### config.mk
export PLATFORM = sky130hd
export DESIGN_NAME = word_to_byte_fifo
export DESIGN_NICKNAME = d
export VERILOG_FILES = /design/src/rtl/word_to_byte_fifo.sv
export SDC_FILE = /design/constraint.sdc
export NUM_CORES = 1
export LEC_CHECK = 0
export CAP_MARGIN = 20
export CORE_MARGIN = 4
export CORE_UTILIZATION = 52
export CTS_BUF_LIST = sky130_fd_sc_hd__clkbuf_2 sky130_fd_sc_hd__clkbuf_4 sky130_fd_sc_hd__clkbuf_8
export CTS_CLUSTER_SIZE = 8
export DETAILED_ROUTE_END_ITERATION = 12
export PLACE_DENSITY = 0.77
export SLEW_MARGIN = 25
export SYNTH_ARGS = -nofsm -noshare
export SYNTH_HDL_FRONTEND = slang
export SYNTH_SLANG_ARGS = --single-unit
### constraint.sdc
create_clock -name CLK -period 2.45 [get_ports CLK]
set_input_delay 0.49 -clock CLK [delete_from_list [all_inputs] [get_ports CLK]]
set_output_delay 0.49 -clock CLK [all_outputs]
set_load 0.05 [all_outputs]
### src/rtl/word_to_byte_fifo.sv
// Word-in, byte-out FIFO between a CPU (pushes WORD_WIDTH-bit words) and a debugger
// (consumes bytes LSB first), with occupancy flags, sticky overflow and synchronous flush.
module word_to_byte_fifo #(
    parameter int WORD_WIDTH = 16,
    parameter int DEPTH      = 4
) (
    input  logic                       CLK,
    input  logic                       RESET,
    input  logic                       LD,
    input  logic [WORD_WIDTH-1:0]      D,
    input  logic                       RD,
    input  logic                       CLR,
    output logic [7:0]                 Q,
    output logic                       EMPTY,
    output logic                       FULL,
    output logic                       OVF,
    output logic [$clog2(DEPTH):0]     COUNT
);

    localparam int BYTES = WORD_WIDTH / 8;
    localparam int AW    = $clog2(DEPTH);
    localparam int BW    = (BYTES > 1) ? $clog2(BYTES) : 1;

    localparam logic [BW-1:0] LAST_BP    = BW'(BYTES - 1);
    localparam logic [AW:0]   FULL_COUNT = (AW + 1)'(DEPTH);

    logic [WORD_WIDTH-1:0] mem [DEPTH];
    logic [AW-1:0]         wr_ptr;
    logic [AW-1:0]         rd_ptr;
    logic [BW-1:0]         byte_ptr;

    logic                  rd_ok;
    logic                  pop;
    logic                  push;
    logic                  ovf_set;
    logic [WORD_WIDTH-1:0] head_shift;

    assign EMPTY = (COUNT == '0);
    assign FULL  = (COUNT == FULL_COUNT);

    // A pop frees a slot in the same cycle, so a push into a full FIFO is still
    // accepted when the last byte of the head word is being consumed.
    // NOTE: every signal assigned in always_comb gets a default first, so no latch can be inferred.
    always_comb begin
        rd_ok      = 1'b0;
        pop        = 1'b0;
        push       = 1'b0;
        ovf_set    = 1'b0;
        head_shift = '0;
        Q          = 8'h00;
        if (!CLR) begin
            rd_ok   = RD && !EMPTY;
            pop     = rd_ok && (byte_ptr == LAST_BP);
            push    = LD && (!FULL || pop);
            ovf_set = LD && FULL && !pop;
        end
        if (!EMPTY) begin
            head_shift = mem[rd_ptr] >> {byte_ptr, 3'b000};
            Q          = head_shift[7:0];
        end
    end

    // NOTE: sequential state uses non-blocking assignments only, so every always_ff samples pre-edge values.
    always_ff @(posedge CLK or posedge RESET) begin
        if (RESET) begin
            wr_ptr   <= '0;
            rd_ptr   <= '0;
            byte_ptr <= '0;
            COUNT    <= '0;
            OVF      <= 1'b0;
        end else if (CLR) begin
            wr_ptr   <= '0;
            rd_ptr   <= '0;
            byte_ptr <= '0;
            COUNT    <= '0;
            OVF      <= 1'b0;
        end else begin
            if (push) begin
                wr_ptr <= wr_ptr + 1'b1;
            end
            if (pop) begin
                rd_ptr   <= rd_ptr + 1'b1;
                byte_ptr <= '0;
            end else if (rd_ok) begin
                byte_ptr <= byte_ptr + 1'b1;
            end
            if (ovf_set) begin
                OVF <= 1'b1;
            end
            unique case ({push, pop})
                2'b10:   COUNT <= COUNT + 1'b1;
                2'b01:   COUNT <= COUNT - 1'b1;
                default: COUNT <= COUNT;
            endcase
        end
    end

    // NOTE: storage has no reset; EMPTY masks Q, so stale contents are never visible.
    always_ff @(posedge CLK) begin
        if (push) begin
            mem[wr_ptr] <= D;
        end
    end

endmodule
== Word-level counts from Yosys, hierarchy flattened ==
Memory sizes are Yosys's and may differ from the RTL's.
Cells that the tools add are included.
Word-level totals
  bits in registers: 9
  RAM bits: 64
  bits of input ports: 21
  logic and storage cells: 48
  memories kept: 1
Operators by class
  add/sub/neg operators: 5
  equal/unequal tests: 3
  shifts and indexed selects: 1
  multiplexer cells: 18
  reductions and logical operators: 15
Memory list
  mem: depth 4, bits a word 16, rd ports 1, clocked after memory_dff 0, wr ports 1, line 27  | logic [WORD_WIDTH-1:0] mem [DEPTH];
Operator list (count)
  $shr A16 B4 Y8: 1
  $mux W1: 11
  $mux W2: 4
  $mux W8: 1
  $pmux W3 S2: 1
  $reduce_bool A2 Y1: 3
  $reduce_bool A3 Y1: 2
  $logic_and A1 B1 Y1: 5
  $add A2 B1 Y2 const B: 2
  $add A3 B1 Y3 const B: 1
  $eq A3 B3 Y1 const B: 1
  $logic_not A1 Y1: 3
  $logic_not A3 Y1: 1
  $mux W3: 1
  $sub A3 B1 Y3 const B: 1
  $eq A2 B1 Y1 const B: 1
  $eq A2 B2 Y1 const B: 1
  $add A1 B1 Y1 const B: 1
  $logic_or A1 B1 Y1: 1

== Longest topological paths before layout ==
  depth in word-level cells: 10
  depth in mapped cells: 7
  gate-level depth less buffers: 6

== Worst setup path after synthesis ==
OpenSTA, ideal clock, no wires.
  kind: flip-flop to flip-flop
  start: register COUNT[0]
  end: memory mem[0][0] (enable)
  library setup time: 0.413 ns
  data arrival time: 2.634 ns
  slack: -0.597 ns
  cell stages (with the launch flop): 5
  clock period less this slack: 3.047 ns
  cells stage by stage: dfrtp_1 > buf_2 > nor3b_2 > a21bo_2 > nor3b_1
Between the ends
  elaborated cells on any way between the ends: 11
  classes of those cells: 1 x eq/ne; 3 x mux; 7 x reduce/logical
RTL lines
  from (decl): line 17  | output logic [$clog2(DEPTH):0] COUNT
  from (signal assigned): line 91  | 2'b10: COUNT <= COUNT + 1'b1;
  from (signal assigned): line 92  | 2'b01: COUNT <= COUNT - 1'b1;
  $eq A3 B3 Y1: line 39  | assign FULL = (COUNT == FULL_COUNT);
  net FULL: line 15  | output logic FULL,
  $logic_not A1 Y1: line 54  | push = LD && (!FULL || pop);
  $logic_or A1 B1 Y1: line 54
  $logic_and A1 B1 Y1: line 54
  $mux W1: line 51  | if (!CLR) begin
  $mux W1: line 100  | if (push) begin
  $mux W1 (not written as such): line 101  | mem[wr_ptr] <= D;
  to (decl): line 27
The timed path passes the listed nets, and every way through them passes these cells.

== Worst setup path in the final report ==
  start: register rd_ptr[0]
  end: output port Q[7]
Between the ends
  word-level cells in the longest chain between the ends: 3
Ends and longest elaborated chain
  from (decl): line 29  | logic [AW-1:0] rd_ptr;
  from (signal assigned): line 82  | rd_ptr <= rd_ptr + 1'b1;
  $mem_v2 Z4 W16
  $shr A16 B4 Y8: line 58  | head_shift = mem[rd_ptr] >> {byte_ptr, 3'b000};
  $mux W8: line 57  | if (!EMPTY) begin
  to (decl): line 13  | output logic [7:0] Q,
Every way passes these cells.

==> impl_metrics.ini <==
[synth]
seq_area_frac_synth_pct = 67.8
post_synth_instance_area_um2 = 3170
number_of_flops_mapped_to_enable_cells_by_yosys = 64
synthesis.area_per_instance_um2 = 18.5
mappedNetlistNets = 197
post_synth_main_area_contributors = sky130_fd_sc_hd__edfxtp_1, sky130_fd_sc_hd__mux4_1, sky130_fd_sc_hd__dfrtp_1, sky130_fd_sc_hd__a22o_1, sky130_fd_sc_hd__ha_1
synthCells = 171
yosys.cell_types.count = 42
synthArstFlopShare_pct = 12.3
synth.ff_latch_count = 73
synthesis.yosys.warnings = 0
synth_top_cell_area_share_pct = 60.7
synth_top_flop_cell = sky130_fd_sc_hd__edfxtp_1
synth_largest_area_cell = sky130_fd_sc_hd__edfxtp_1

[clock_tree]
cts.sinks = 73
post_cts_clock_slew_at_the_launch_and_capture_registers_of_the_worst_setup_and_hold_paths_ns = 0.08
clock_tree_from_tritoncts = built
h-tree-depth = 3
clk-insertion-delay-late_ns = 0.33
cts-buffers-inserted = 9
cts_buffer_depth = 2
cts_root_buf = sky130_fd_sc_hd__clkbuf_8

[route]
ant_nets_after_route = 0
detail_route.wirelength_um = 6130
number_of_vias_per_cell_after_detailed_routing = 5.92
drt-wirelength-per-cell_um = 20.5
initialDrtViolationCount = 151
detail_route.first_pass.iterations = 4
routed-via-count = 1771
remaining_drc_errors = 0

[timing]
achievable-frequency_ghz = 0.415
final.min_clock_period_ns = 2.41
worst-slew-pin-transition_ns = 0.502
finClkSkew_ns = 0.00525
setup-violations-final = 0
slew_viol_final = 0
timing.final.ws_setup_ns = 0.0414
timing.final.hold_violations = 0
worst_slew_margin_rel_pct = 66.4
setup_repair_after_global_routing_missed_its_margin = true
layout_worst_path_cycle_share_pct = 98.3

[min_path]
min_path_type = in2async

[critical_path]
reg2reg_from = COUNT[0]
r2r.worst_path.cells = 7
worst-setup-path-type = reg2out
crit_required_ns = 1.96
crit_fanout = 9
r2r_slack_ns = 0.25
timing.critical_path.from = rd_ptr[0]
arrival_time_of_the_worst_setup_path_ns = 1.92
rr_endpoint = COUNT[2]
worst_setup_path_end_kind = output port
worst_setup_path_start_kind = flop
critPathCapture = Q[7]

[floorplanning]
num_io_pins = 35
die_h_um = 86.0
initial_core_util_pct = 53.5
floorplan_die_area_um2 = 7400
core_region_area_um2 = 5920
fp-row-count = 28
dieWidth_um = 86.0

[global_route]
grt_util_all_layers_pct = 17.1
antenna_found_initial = 0
global_route_wire_length_before_repair_um = 9250
grt.met1_usage_pct = 20.0
pin_count_of_the_biggest_net_entering_global_routing = 20
met2_usage_pct = 29.3
first_global_vias = 1848
grt_use_met3_pct = 4.23
globalRoute.totalOverflow = 0
grt.busiest_layer = met2

[placed_design]
io_buffer_count = 34
globalplace.congestion = 0.771
post-dp-hpwl_um = 3770
dpl.cell_count = 278
placed_cell_area_um2 = 3670
pre_cts_ws_ns = 0.0113

[cells_and_area]
final_cell_area_um2 = 3940
diodes = 0
num-nets-final = 245
instances_no_fill = 299
n_fill_cell = 393
synthToLayoutAreaGrowth_pct = 24.5
post_route_cells_drive_above_1_share_pct = 27.2

[flow_run]
maxCapViolCount = 0

[pwr]
peakVddDrop_mv = 0.439
standby_leakage_power_nw = 1.35
pwr_density_cell_nw_per_um2 = 653

[outcome]
run_status = complete, no violations
[cells by family after synthesis]
family                   share of synthesized area, %
AO/OA/AOI/OAI                                    6.24
XOR/XNOR                                        0.553
buffers and inverters                            3.20
adder cells (fa/ha/maj)                          2.21
multiplexers                                     13.9
flip-flops                                       67.8
AND/OR/NAND/NOR                                  6.05
[Yosys cell counts, types with 2 or more instances]
cell type,count
sky130_fd_sc_hd__clkbuf_1,5
sky130_fd_sc_hd__o211ai_1,3
sky130_fd_sc_hd__nand3b_1,2
sky130_fd_sc_hd__a21oi_1,3
sky130_fd_sc_hd__nor2_1,7
sky130_fd_sc_hd__a22o_1,8
sky130_fd_sc_hd__ha_1,4
sky130_fd_sc_hd__xor2_1,2
sky130_fd_sc_hd__nand4_1,2
sky130_fd_sc_hd__inv_1,4
sky130_fd_sc_hd__a31oi_1,2
sky130_fd_sc_hd__buf_2,6
sky130_fd_sc_hd__edfxtp_1,64
sky130_fd_sc_hd__o31ai_1,2
sky130_fd_sc_hd__nand2b_1,2
sky130_fd_sc_hd__nor3b_1,4
sky130_fd_sc_hd__dfrtp_1,9
sky130_fd_sc_hd__mux4_1,16
sky130_fd_sc_hd__a21bo_2,2
sky130_fd_sc_hd__o21ai_0,2
[stage by stage]
step           total power [mW]  utilization [%]  setup TNS (ns)  hold WS [ns]
6_report                   2.58             66.6               0         0.438
2_1_floorplan              1.58                -               0         0.318
3_5_place_dp               1.69             62.0               0         0.502
3_3_place_gp               1.68             62.0               0         0.500
5_1_grt                    2.68             66.6          -0.174         0.449
4_1_cts                    2.58             65.0               0         0.431
[registers in the layout (all words and copies together) (netlist names)]
name / count
COUNT: 3
rd_ptr: 2
wr_ptr: 2
byte_ptr: 1
OVF: 1
mem: 64
[per-layer routing]
layer  share of wire (%)  vias to the layer above
li1                    -                      797
met1                  42                      908
met2                  53                       55
met3                 4.5                       11
met4                 1.4                        0
met5                   0                        -
[layout by cell type (no fill, tap or decap), types with 5 or more instances in the layout]
cell / Yosys / layout
sky130_fd_sc_hd__dfrtp_2: 0 / 5
sky130_fd_sc_hd__nor2_1: 7 / 7
sky130_fd_sc_hd__buf_12: 1 / 5
sky130_fd_sc_hd__a22o_1: 8 / 7
sky130_fd_sc_hd__mux4_1: 16 / 13
sky130_fd_sc_hd__buf_4: 0 / 12
sky130_fd_sc_hd__clkdlybuf4s50_1: 0 / 24
sky130_fd_sc_hd__nor3b_2: 1 / 5
sky130_fd_sc_hd__clkbuf_8: 0 / 9
sky130_fd_sc_hd__buf_6: 1 / 7
sky130_fd_sc_hd__edfxtp_1: 64 / 64
[worst min-delay path by stage]
stage / from / end / slack, ns
floorplan: RESET / OVF / 0.32
global placement: OVF / OVF / 0.50
detailed placement: OVF / OVF / 0.50
CTS: RESET / rd_ptr[0] / 0.43
global route: RESET / rd_ptr[0] / 0.45
finish: RESET / rd_ptr[0] / 0.44
[layout make-up]
class | count | area [um^2] | share of cell area, %
Inverter | 5 | 21.3 | 0.539
Tap cell | 75 | 93.8 | 2.38
Sequential cell | 73 | 2150 | 54.6
Clock inverter | 7 | 61.3 | 1.55
Timing Repair Buffer | 50 | 559 | 14.2
Clock buffer | 9 | 124 | 3.14
Multi-Input combinational cell | 80 | 931 | 23.6
[report_power, final]
part	total, mW	switching (mW)	internal (mW)
combinational	0.273	0.150	0.123
sequential	1.41	0.0216	1.39
clock	0.892	0.432	0.460
total	2.58	0.604	1.97
[critical path: stages, from the launching register on]
cell and delay, ns:
sky130_fd_sc_hd__dfrtp_2 0.45, sky130_fd_sc_hd__clkbuf_16 0.19, sky130_fd_sc_hd__mux4_2 0.50, sky130_fd_sc_hd__a22o_1 0.27, sky130_fd_sc_hd__buf_6 0.16
[timing repair]
action / CTS / global route
cloned: 0 / 2
buffers inserted: 0 / 3
hold buffers: 0 / 0
pin swaps: 0 / 5
resized for setup: 2 / 10
endpoints found under the setup margin: 5 / 8
Note: power is estimated with default switching activity, not from simulation.
